## src/rtl/regfile_scoreboard_if.sv

```systemverilog
// Issue, operand, writeback and register-bank signals shared by the scoreboard and its neighbours.
// The slave modport is the scoreboard's view; master is the surrounding pipeline's view.
interface regfile_scoreboard_if;
   logic        issue_valid;
   logic        issue_ready;
   logic [4:0]  issue_rs1;
   logic [4:0]  issue_rs2;
   logic        issue_use_rs1;
   logic        issue_use_rs2;
   logic [4:0]  issue_rd;
   logic        issue_wr_rd;

   logic        operand_valid;
   logic        operand_ready;
   logic [31:0] operand_1;
   logic [31:0] operand_2;

   logic        wb_valid;
   logic [4:0]  wb_index;
   logic [31:0] wb_value;
   logic        wb_spurious;

   logic [4:0]  rf_read_index_1;
   logic [4:0]  rf_read_index_2;
   logic [31:0] rf_read1_value;
   logic [31:0] rf_read2_value;
   logic        rf_write_enabled;
   logic [4:0]  rf_write_index;
   logic [31:0] rf_write_value;

   modport slave (
      input  issue_valid, issue_rs1, issue_rs2, issue_use_rs1, issue_use_rs2,
             issue_rd, issue_wr_rd, operand_ready, wb_valid, wb_index, wb_value,
             rf_read1_value, rf_read2_value,
      output issue_ready, operand_valid, operand_1, operand_2, wb_spurious,
             rf_read_index_1, rf_read_index_2, rf_write_enabled, rf_write_index,
             rf_write_value
   );

   modport master (
      output issue_valid, issue_rs1, issue_rs2, issue_use_rs1, issue_use_rs2,
             issue_rd, issue_wr_rd, operand_ready, wb_valid, wb_index, wb_value,
             rf_read1_value, rf_read2_value,
      input  issue_ready, operand_valid, operand_1, operand_2, wb_spurious,
             rf_read_index_1, rf_read_index_2, rf_write_enabled, rf_write_index,
             rf_write_value
   );
endinterface

```

## src/rtl/regfile_scoreboard.sv

```systemverilog
// Issue-side scoreboard for a 2R/1W register bank: tracks pending writes, stalls on RAW/WAW,
// bypasses same-edge writebacks and holds operands until execute consumes them.
module regfile_scoreboard #(
   parameter int MAX_INFLIGHT = 4,
   parameter int CNT_W        = 3
) (
   input  logic                 clk,
   input  logic                 rst_n,
   regfile_scoreboard_if.slave  bus
);

   typedef enum logic [1:0] {ST_IDLE, ST_READ, ST_HOLD} state_e;

   localparam logic [CNT_W-1:0] MAX_CNT = CNT_W'(MAX_INFLIGHT);

   state_e            state_q, state_d;
   logic [31:0]       busy_q, busy_d;
   logic [CNT_W-1:0]  inflight_q, inflight_d, inflight_nowb;
   logic              spur_q;
   logic              use1_q, use2_q, byp1_q, byp2_q;
   logic [31:0]       byp1_val_q, byp2_val_q;
   logic [31:0]       hold1_q, hold2_q;

   logic [31:0]       wb_clr, eff_busy;
   logic              wb_nz, wb_hit, wb_spur;
   logic              hazard, cap_ok, issue_ready, accept, accept_wr;
   logic [31:0]       mux1, mux2;
   logic              op_valid;
   logic [31:0]       op1, op2;

   assign wb_nz   = bus.wb_valid && (bus.wb_index != 5'd0);
   assign wb_hit  = wb_nz &&  busy_q[bus.wb_index];
   assign wb_spur = wb_nz && !busy_q[bus.wb_index];

   // NOTE: every signal written in an always_comb gets a default first, so no path infers a latch.
   always_comb begin
      wb_clr = '0;
      if (wb_nz) wb_clr[bus.wb_index] = 1'b1;
   end

   assign eff_busy = busy_q & ~wb_clr;

   assign hazard = (bus.issue_use_rs1 && (bus.issue_rs1 != 5'd0) && eff_busy[bus.issue_rs1])
                || (bus.issue_use_rs2 && (bus.issue_rs2 != 5'd0) && eff_busy[bus.issue_rs2])
                || (bus.issue_wr_rd   && (bus.issue_rd  != 5'd0) && eff_busy[bus.issue_rd]);

   // A writeback retiring this cycle frees its slot for an issue on the same edge.
   assign inflight_nowb = inflight_q - {{(CNT_W-1){1'b0}}, wb_hit};
   assign cap_ok        = inflight_nowb < MAX_CNT;

   assign issue_ready = rst_n && !hazard && cap_ok
                     && ((state_q == ST_IDLE) || bus.operand_ready);
   assign accept      = bus.issue_valid && issue_ready;
   assign accept_wr   = accept && bus.issue_wr_rd && (bus.issue_rd != 5'd0);

   always_comb begin
      busy_d = eff_busy;
      if (accept_wr) busy_d[bus.issue_rd] = 1'b1;
   end

   assign inflight_d = inflight_nowb + {{(CNT_W-1){1'b0}}, accept_wr};

   // The bank returns the pre-write value on the accept edge, so a captured bypass wins.
   assign mux1 = !use1_q ? 32'd0 : (byp1_q ? byp1_val_q : bus.rf_read1_value);
   assign mux2 = !use2_q ? 32'd0 : (byp2_q ? byp2_val_q : bus.rf_read2_value);

   always_comb begin
      state_d  = state_q;
      op_valid = 1'b0;
      op1      = 32'd0;
      op2      = 32'd0;
      unique case (state_q)
         ST_IDLE: begin
            if (accept) state_d = ST_READ;
         end
         ST_READ: begin
            op_valid = 1'b1;
            op1      = mux1;
            op2      = mux2;
            if (bus.operand_ready) state_d = accept ? ST_READ : ST_IDLE;
            else                   state_d = ST_HOLD;
         end
         ST_HOLD: begin
            op_valid = 1'b1;
            op1      = hold1_q;
            op2      = hold2_q;
            if (bus.operand_ready) state_d = accept ? ST_READ : ST_IDLE;
         end
         default: state_d = ST_IDLE;
      endcase
   end

   // NOTE: sequential state uses non-blocking assignments so every register samples pre-edge values.
   always_ff @(posedge clk) begin
      if (!rst_n) begin
         state_q    <= ST_IDLE;
         busy_q     <= '0;
         inflight_q <= '0;
         spur_q     <= 1'b0;
         use1_q     <= 1'b0;
         use2_q     <= 1'b0;
         byp1_q     <= 1'b0;
         byp2_q     <= 1'b0;
         byp1_val_q <= '0;
         byp2_val_q <= '0;
         hold1_q    <= '0;
         hold2_q    <= '0;
      end else begin
         state_q    <= state_d;
         busy_q     <= busy_d;
         inflight_q <= inflight_d;
         spur_q     <= wb_spur;
         if (accept) begin
            use1_q     <= bus.issue_use_rs1;
            use2_q     <= bus.issue_use_rs2;
            byp1_q     <= wb_nz && (bus.wb_index == bus.issue_rs1);
            byp2_q     <= wb_nz && (bus.wb_index == bus.issue_rs2);
            byp1_val_q <= bus.wb_value;
            byp2_val_q <= bus.wb_value;
         end
         if ((state_q == ST_READ) && !bus.operand_ready) begin
            hold1_q <= mux1;
            hold2_q <= mux2;
         end
      end
   end

   assign bus.issue_ready      = issue_ready;
   assign bus.operand_valid    = op_valid;
   assign bus.operand_1        = op1;
   assign bus.operand_2        = op2;
   assign bus.wb_spurious      = spur_q;
   assign bus.rf_read_index_1  = bus.issue_rs1;
   assign bus.rf_read_index_2  = bus.issue_rs2;
   assign bus.rf_write_enabled = bus.wb_valid && rst_n;
   assign bus.rf_write_index   = bus.wb_index;
   assign bus.rf_write_value   = bus.wb_value;

endmodule

```

## src/flat_wrapper.sv

```systemverilog
// flat-port wrapper written by rule: the top's interface ports become plain ports
module regfile_scoreboard_flat 
#(
   parameter int MAX_INFLIGHT = 4,
   parameter int CNT_W        = 3
)
  (clk, rst_n, bus_issue_valid, bus_issue_rs1, bus_issue_rs2, bus_issue_use_rs1, bus_issue_use_rs2, bus_issue_rd, bus_issue_wr_rd, bus_operand_ready, bus_wb_valid, bus_wb_index, bus_wb_value, bus_rf_read1_value, bus_rf_read2_value, bus_issue_ready, bus_operand_valid, bus_operand_1, bus_operand_2, bus_wb_spurious, bus_rf_read_index_1, bus_rf_read_index_2, bus_rf_write_enabled, bus_rf_write_index, bus_rf_write_value);
  regfile_scoreboard_if bus_i ();
  input  logic clk;
  input  logic rst_n;
  input wire logic [$bits(bus_i.issue_valid)-1:0] bus_issue_valid;
  input wire logic [$bits(bus_i.issue_rs1)-1:0] bus_issue_rs1;
  input wire logic [$bits(bus_i.issue_rs2)-1:0] bus_issue_rs2;
  input wire logic [$bits(bus_i.issue_use_rs1)-1:0] bus_issue_use_rs1;
  input wire logic [$bits(bus_i.issue_use_rs2)-1:0] bus_issue_use_rs2;
  input wire logic [$bits(bus_i.issue_rd)-1:0] bus_issue_rd;
  input wire logic [$bits(bus_i.issue_wr_rd)-1:0] bus_issue_wr_rd;
  input wire logic [$bits(bus_i.operand_ready)-1:0] bus_operand_ready;
  input wire logic [$bits(bus_i.wb_valid)-1:0] bus_wb_valid;
  input wire logic [$bits(bus_i.wb_index)-1:0] bus_wb_index;
  input wire logic [$bits(bus_i.wb_value)-1:0] bus_wb_value;
  input wire logic [$bits(bus_i.rf_read1_value)-1:0] bus_rf_read1_value;
  input wire logic [$bits(bus_i.rf_read2_value)-1:0] bus_rf_read2_value;
  output wire logic [$bits(bus_i.issue_ready)-1:0] bus_issue_ready;
  output wire logic [$bits(bus_i.operand_valid)-1:0] bus_operand_valid;
  output wire logic [$bits(bus_i.operand_1)-1:0] bus_operand_1;
  output wire logic [$bits(bus_i.operand_2)-1:0] bus_operand_2;
  output wire logic [$bits(bus_i.wb_spurious)-1:0] bus_wb_spurious;
  output wire logic [$bits(bus_i.rf_read_index_1)-1:0] bus_rf_read_index_1;
  output wire logic [$bits(bus_i.rf_read_index_2)-1:0] bus_rf_read_index_2;
  output wire logic [$bits(bus_i.rf_write_enabled)-1:0] bus_rf_write_enabled;
  output wire logic [$bits(bus_i.rf_write_index)-1:0] bus_rf_write_index;
  output wire logic [$bits(bus_i.rf_write_value)-1:0] bus_rf_write_value;
  assign bus_i.issue_valid = bus_issue_valid;
  assign bus_i.issue_rs1 = bus_issue_rs1;
  assign bus_i.issue_rs2 = bus_issue_rs2;
  assign bus_i.issue_use_rs1 = bus_issue_use_rs1;
  assign bus_i.issue_use_rs2 = bus_issue_use_rs2;
  assign bus_i.issue_rd = bus_issue_rd;
  assign bus_i.issue_wr_rd = bus_issue_wr_rd;
  assign bus_i.operand_ready = bus_operand_ready;
  assign bus_i.wb_valid = bus_wb_valid;
  assign bus_i.wb_index = bus_wb_index;
  assign bus_i.wb_value = bus_wb_value;
  assign bus_i.rf_read1_value = bus_rf_read1_value;
  assign bus_i.rf_read2_value = bus_rf_read2_value;
  assign bus_issue_ready = bus_i.issue_ready;
  assign bus_operand_valid = bus_i.operand_valid;
  assign bus_operand_1 = bus_i.operand_1;
  assign bus_operand_2 = bus_i.operand_2;
  assign bus_wb_spurious = bus_i.wb_spurious;
  assign bus_rf_read_index_1 = bus_i.rf_read_index_1;
  assign bus_rf_read_index_2 = bus_i.rf_read_index_2;
  assign bus_rf_write_enabled = bus_i.rf_write_enabled;
  assign bus_rf_write_index = bus_i.rf_write_index;
  assign bus_rf_write_value = bus_i.rf_write_value;
  regfile_scoreboard #(.MAX_INFLIGHT(MAX_INFLIGHT), .CNT_W(CNT_W)) u_core (.clk(clk), .rst_n(rst_n), .bus(bus_i));
endmodule
```

## config.mk

```make
export PLATFORM = sky130hd
export DESIGN_NAME = regfile_scoreboard_flat
export DESIGN_NICKNAME = d
export VERILOG_FILES = /design/src/rtl/regfile_scoreboard_if.sv /design/src/rtl/regfile_scoreboard.sv /design/src/flat_wrapper.sv
export SDC_FILE = /design/constraint.sdc
export NUM_CORES = 1
export LEC_CHECK = 0
export CORE_ASPECT_RATIO = 0.8
export CORE_MARGIN = 10
export CORE_UTILIZATION = 50
export CTS_CLUSTER_SIZE = 10
export DETAILED_ROUTE_END_ITERATION = 7
export PLACE_DENSITY = 0.81
export SLEW_MARGIN = 10
export SYNTH_ARGS = -nofsm -noshare
export SYNTH_HDL_FRONTEND = slang
export SYNTH_SLANG_ARGS = --single-unit
export TNS_END_PERCENT = 100
```

## constraint.sdc

```tcl
create_clock -name clk -period 6.19 [get_ports clk]
set_input_delay 0.9285 -clock clk [delete_from_list [all_inputs] [get_ports clk]]
set_output_delay 0.9285 -clock clk [all_outputs]
set_load 0.05 [all_outputs]
```

# Word-level counts from Yosys, hierarchy flattened
# Index checks and enable logic that the tools add are counted.
[totals]
register_bits = 138
word_cells = 89
[classes]
n_addsub = 2
order_cmp = 7
n_eq_ne = 6
mux = 26
bitwise = 3
reduce_logical = 34
[op_table]
columns = ["cell", "count"]
rows = [
  ["32-bit two-way mux", 6],
  ["32-bit one-hot mux with 2 select lines", 2],
  ["32-bit bitwise AND", 1],
  ["32-bit inverter", 1],
  ["32-bit OR", 1],
  ["5-bit by 6-bit < comparator with 1-bit output, second input constant", 4],
  ["1-bit logical AND", 21],
  ["1-bit binary-select mux with 5-bit select", 4],
  ["5-bit nonzero test", 4],
  ["1-bit demux with 5-bit select", 2],
  ["5-bit equality test", 2],
  ["5-bit by 1-bit >= comparator with 1-bit output, second input constant", 2],
  ["1-bit two-way mux", 8],
  ["2-bit two-way mux", 3],
  ["2-bit one-hot mux with 3 select lines", 1],
  ["3-bit by 1-bit adder with 3-bit output", 1],
  ["1-bit zero test", 3],
  ["1-bit logical OR", 3],
  ["3-bit < comparator, second input constant", 1],
  ["3-bit by 1-bit subtractor with 3-bit output", 1],
  ["2-bit by 1-bit equality test with 1-bit output, second input constant", 1],
  ["2-bit equality test, second input constant", 1],
  ["2-bit zero test", 1],
  ["2-bit by 1-bit != test with 1-bit output, second input constant", 1],
  ["3 further kinds", 3],
]

# Longest topological paths before layout
[logic_depth]
word_depth = 20
ltp_mapped = 24
mapped_depth_nobuf = 21

# Least setup slack after synthesis
# Ideal clock, no wire load.
[synth_timing]
path_type = "input to output"
startpoint = "in bus_wb_index[0]"
endpoint = "out bus_issue_ready"
arrival_ps = 4312
required_time_ps = 5261
path_slack_ps = 950
path_stages = 17
cell_sequence = "buf_2 > buf_2 > mux4_2 > mux2_2 > a22oi_1 > o22ai_1 > a31oi_1 > nor2_1 > ha_1 > ha_1 > xor2_1 > nor2_1 > o311ai_0 > a221oi_1 > a21oi_1 > o31ai_1 > and3b_1"
[synth_between]
elab_chain_len = 16
[synth_rtl]
columns = ["element", "line", "text"]
rows = [
  ["from (decl)", "flat_wrapper.sv:20", "input wire logic [$bits(bus_i.wb_index)-1:0] bus_wb_index;"],
  ["5-bit by 6-bit < comparator with 1-bit output (implied by the code) / 5-bit by 1-bit >= comparator with 1-bit output (equally long branches)", "regfile_scoreboard.sv:38", "if (wb_nz) wb_clr[bus.wb_index] = 1'b1;"],
  ["1-bit logical AND (implied by the code)", "regfile_scoreboard.sv:38", ""],
  ["1-bit two-way mux (implied by the code)", "regfile_scoreboard.sv:38", ""],
  ["1-bit demux with 5-bit select", "-", ""],
  ["32-bit two-way mux", "regfile_scoreboard.sv:38", ""],
  ["32-bit inverter", "regfile_scoreboard.sv:41", "assign eff_busy = busy_q & ~wb_clr;"],
  ["32-bit bitwise AND", "regfile_scoreboard.sv:41", ""],
  ["1-bit binary-select mux with 5-bit select, on equally long branches", "regfile_scoreboard.sv:43, regfile_scoreboard.sv:44", ""],
  ["1-bit two-way mux, on equally long branches", "regfile_scoreboard.sv:43, regfile_scoreboard.sv:44", ""],
  ["1-bit logical AND, on equally long branches", "regfile_scoreboard.sv:43, regfile_scoreboard.sv:44", ""],
  ["1-bit logical OR", "regfile_scoreboard.sv:44", "|| (bus.issue_use_rs2 && (bus.issue_rs2 != 5'd0) && eff_busy[bus.issue_rs2])"],
  ["1-bit logical OR", "regfile_scoreboard.sv:45", "|| (bus.issue_wr_rd && (bus.issue_rd != 5'd0) && eff_busy[bus.issue_rd]);"],
  ["1-bit zero test", "regfile_scoreboard.sv:51", "assign issue_ready = rst_n && !hazard && cap_ok"],
  ["1-bit logical AND", "regfile_scoreboard.sv:51", ""],
  ["1-bit logical AND *", "regfile_scoreboard.sv:51", ""],
  ["1-bit logical AND *", "regfile_scoreboard.sv:52", "&& ((state_q == ST_IDLE) || bus.operand_ready);"],
  ["to (decl)", "flat_wrapper.sv:24", "output wire logic [$bits(bus_i.issue_ready)-1:0] bus_issue_ready;"],
]
# Mark *: on every way between the ends. The rest lies on a longest branch, timed or not. The select of a mux whose other input is x is not followed.

# Worst setup path after layout
[layout_timing]
startpoint = "in bus_wb_index[1]"
endpoint = "out bus_issue_ready"
# The elaborated chain is that of the path after synthesis.

==> out/metrics.csv <==
metric;value;unit
status;complete, no violations;
die_width;172;um
cts_root_buffer;clkbuf_16;
synth_compound_area_share;19.2;%
maxSlewViolCount;0;
wirelength;36100;um
cts_made_buffers;17;
cts_sinks;138;
crit_slowest_cell;clkdlybuf4s50_1;
synthesis.area;9300;sq um
core-area;18200;sq um
wl_met3;4440;um
nets;1423;
port_buffers;238;
post_cts_buffers;0;
die-height;142;um
crit_chain;clkdlybuf4s50_1 > mux4_2 > mux2_2 > a22oi_1 > o22ai_1 > a31oi_1 > nor2_1 > ha_1 > ha_1 > xor2_1 > nor2_1 > o311ai_0 > a221oi_1 > a21oi_1 > o31ai_1 > and3b_1 > buf_12;
drc;0;
p_total;2.60;mW
tightest_slew;1.25;ns
grt_overflow;0;
endpoint_kind;output pin;
synth-xor-area-share;1.32;%
ant_nets;0;
synth-simple-area-share;24.3;%
first_global_vias;8914;
worstPathRequired;5.26;ns
syn_nets;1289;
ios;239;
p_leak;4.07;nW
yosysWarnings;0;
yosysSeqAreaShare;29.7;%
async_flop_share;0;%
grt_pass1_wl;53800;um
worstSkewPairLatency;0.43;ns
antenna_found_initial;1;
ctsHoldBuffers;0;
synth_edf_count;0;
fin_skew;0.0130;ns
dr.pass1.iters;5;
vias;9415;
finalCriticalPeriod;5.76;ns
num_rows;44;
area_delta_synth_final;30.8;%
synth_adder_area_share;1.08;%
wirelength_met1;15600;um
cap_violations;0;
critical-path-max-stage-delay;0.81;ns
hold_viol_final;0;
ir_drop;180;uV
ys_ff_latch;138;
vias_per_cell;6.04;
cts.repair.resized;0;
cts_buffer_depth;2;
drive_above_1_share;7.59;%
ys_types;68;
relSlewSlack;16.5;%
wl_per_cell;23.2;um
ys.flop_type;dfxtp_1;
hpwl;25600;um
dieArea;24500;sq um
synth_top_family_by_area;simple AND/OR/NAND/NOR gates;
cp_data_arrival_time;4.84;ns
grt_usage;28.3;%
gp_congestion;1.01;
fmax;173;MHz
dr.max_layer_used;met4;
cts_tree;built;
met2_length;15300;um
fill_cells;1505;
clk_pin_slew_worst_paths;0.06;ns
htree_num_levels;4;
yosys-mux-area-fraction;15.7;%
crit_path_max_fanout;11;
crit_path_start_kind;input port;
start_util;51.0;%
rsz0062_at_grt;false;
min_path_type;flop to flop;
dr.first_iter.drc_count;1345;
synth.avg_cell_area;8.04;sq um
grt_max_degree;75;
period_share;93.1;%
synthCells;1157;
finalSetupViolCount;0;
critical_path_class;input port to output pin;
finalSetupTns;0;ns
p_per_area;214;nW/um^2
fin_util;66.8;%
==> cell usage after synthesis (all sizes together) (4+ instances only) <==
cell type,number,share of area [%]
a22oi,66,5.3
nor3,14,0.75
o21a,17,1.4
o31ai,4,0.32
xor2,6,0.56
xnor2,8,0.75
nand4,5,0.34
clkbuf,78,3.1
nand3,7,0.38
nor2,63,2.5
o22ai,6,0.40
buf,74,5.2
a41oi,4,0.38
nor4,6,0.40
nand2b,8,0.54
a21oi,76,4.1
and2,8,0.54
nand2,158,6.4
mux4,11,2.7
o32ai,11,1.0
nand4b,4,0.44
nor2b,139,9.3
a211oi,4,0.38
ha,8,1.1
mux2,6,0.73
nor3b,8,0.65
o21ai,26,1.4
a31o,5,0.47
o211ai,6,0.48
mux2i,114,12
inv,9,0.36
a32o,14,1.5
dfxtp,138,30
==> final cells by class <==
cell class	instances	area [sq um]	area share [%]
Clock inverter	13	214	1.76
Antenna cell	1	2.50	0.0206
Clock buffer	19	443	3.64
Multi-Input combinational cell	857	5760	47.4
Sequential cell	138	2770	22.7
Timing Repair Buffer	267	2630	21.6
Inverter	10	40.0	0.329
Tap cell	253	317	2.60
==> where the power goes <==
part | internal (mW) | total, mW | switching [mW] | leakage, nW
clock | 0.730 | 1.15 | 0.422 | 0.314
combinational | 0.211 | 0.515 | 0.303 | 2.63
sequential | 0.908 | 0.933 | 0.0252 | 1.12
total | 1.85 | 2.60 | 0.750 | 4.07
==> layer usage <==
layer / up-vias / track usage (%)
li1: 4322 / -
met1: 4478 / 40.4
met2: 565 / 40.2
met3: 50 / 8.26
met4: 0 / 8.02
met5: - / 0
==> cells by family (layout without fill, tap and decap cells) <==
group           after synthesis  count (layout)
mux                         131             131
compound gates              261             261
other cells                   0               1
simple gates                443             443
xor+xnor                     14              14
flops                       138             138
buf+inv                     162             309
fa+ha+maj                     8               8
==> critical path: cells and delay by family <==
family | cells | cell delay [ns]
AOI/OAI and AO/OA | 7 | 1.14
buffers and inverters | 2 | 0.97
muxes | 2 | 0.68
and+or+nand+nor | 3 | 0.55
adders and majority gates | 2 | 0.38
xor gates and xnor gates | 1 | 0.19
==> stage by stage <==
step           area (sq um)  instances  setup slack, ns  hold slack [ns]
6_report              12200       1558            0.425            0.454
5_1_grt               12200       1557            0.142            0.472
4_1_cts               12200       1557            0.323            0.455
3_5_place_dp          11500       1525            0.328            0.447
3_3_place_gp          11500       1525            0.404            0.441
2_1_floorplan          9300       1157            0.950            0.437
==> state kept, by name (all words and copies together), names as in the netlist <==
| signal | flops |
|---|---|
| u_core.bus.wb_spurious | 1 |
| u_core.busy_q | 32 |
| u_core.byp1_q | 1 |
| u_core.byp1_val_q | 32 |
| u_core.byp2_q | 1 |
| u_core.hold1_q | 32 |
| u_core.hold2_q | 32 |
| u_core.inflight_q | 3 |
| u_core.state_q | 2 |
| u_core.use1_q | 1 |
| u_core.use2_q | 1 |
==> final timing paths <==
kind	from	end	slack, ns	cells after the start
worst max-delay path	bus_wb_index[1]	bus_issue_ready	0.43	17
worst min-delay path	u_core.hold1_q[11]	u_core.hold1_q[11]	0.45	2
worst max register to register	u_core.busy_q[6]	u_core.busy_q[21]	2.07	19
worst min register to register	u_core.hold1_q[11]	u_core.hold1_q[11]	0.45	2
==> cell usage in the layout, fill, tap and decap left out, types with 17 or more instances in the layout <==
cell type / n
clkdlybuf4s50_1: 236
nand2_1: 158
nor2b_1: 138
dfxtp_1: 136
mux2i_1: 114
a21oi_1: 76
a22oi_1: 66
nor2_1: 63
buf_4: 28
o21ai_0: 22
o21a_1: 17
clkbuf_16: 17
(Power assumes the default switching activity.)
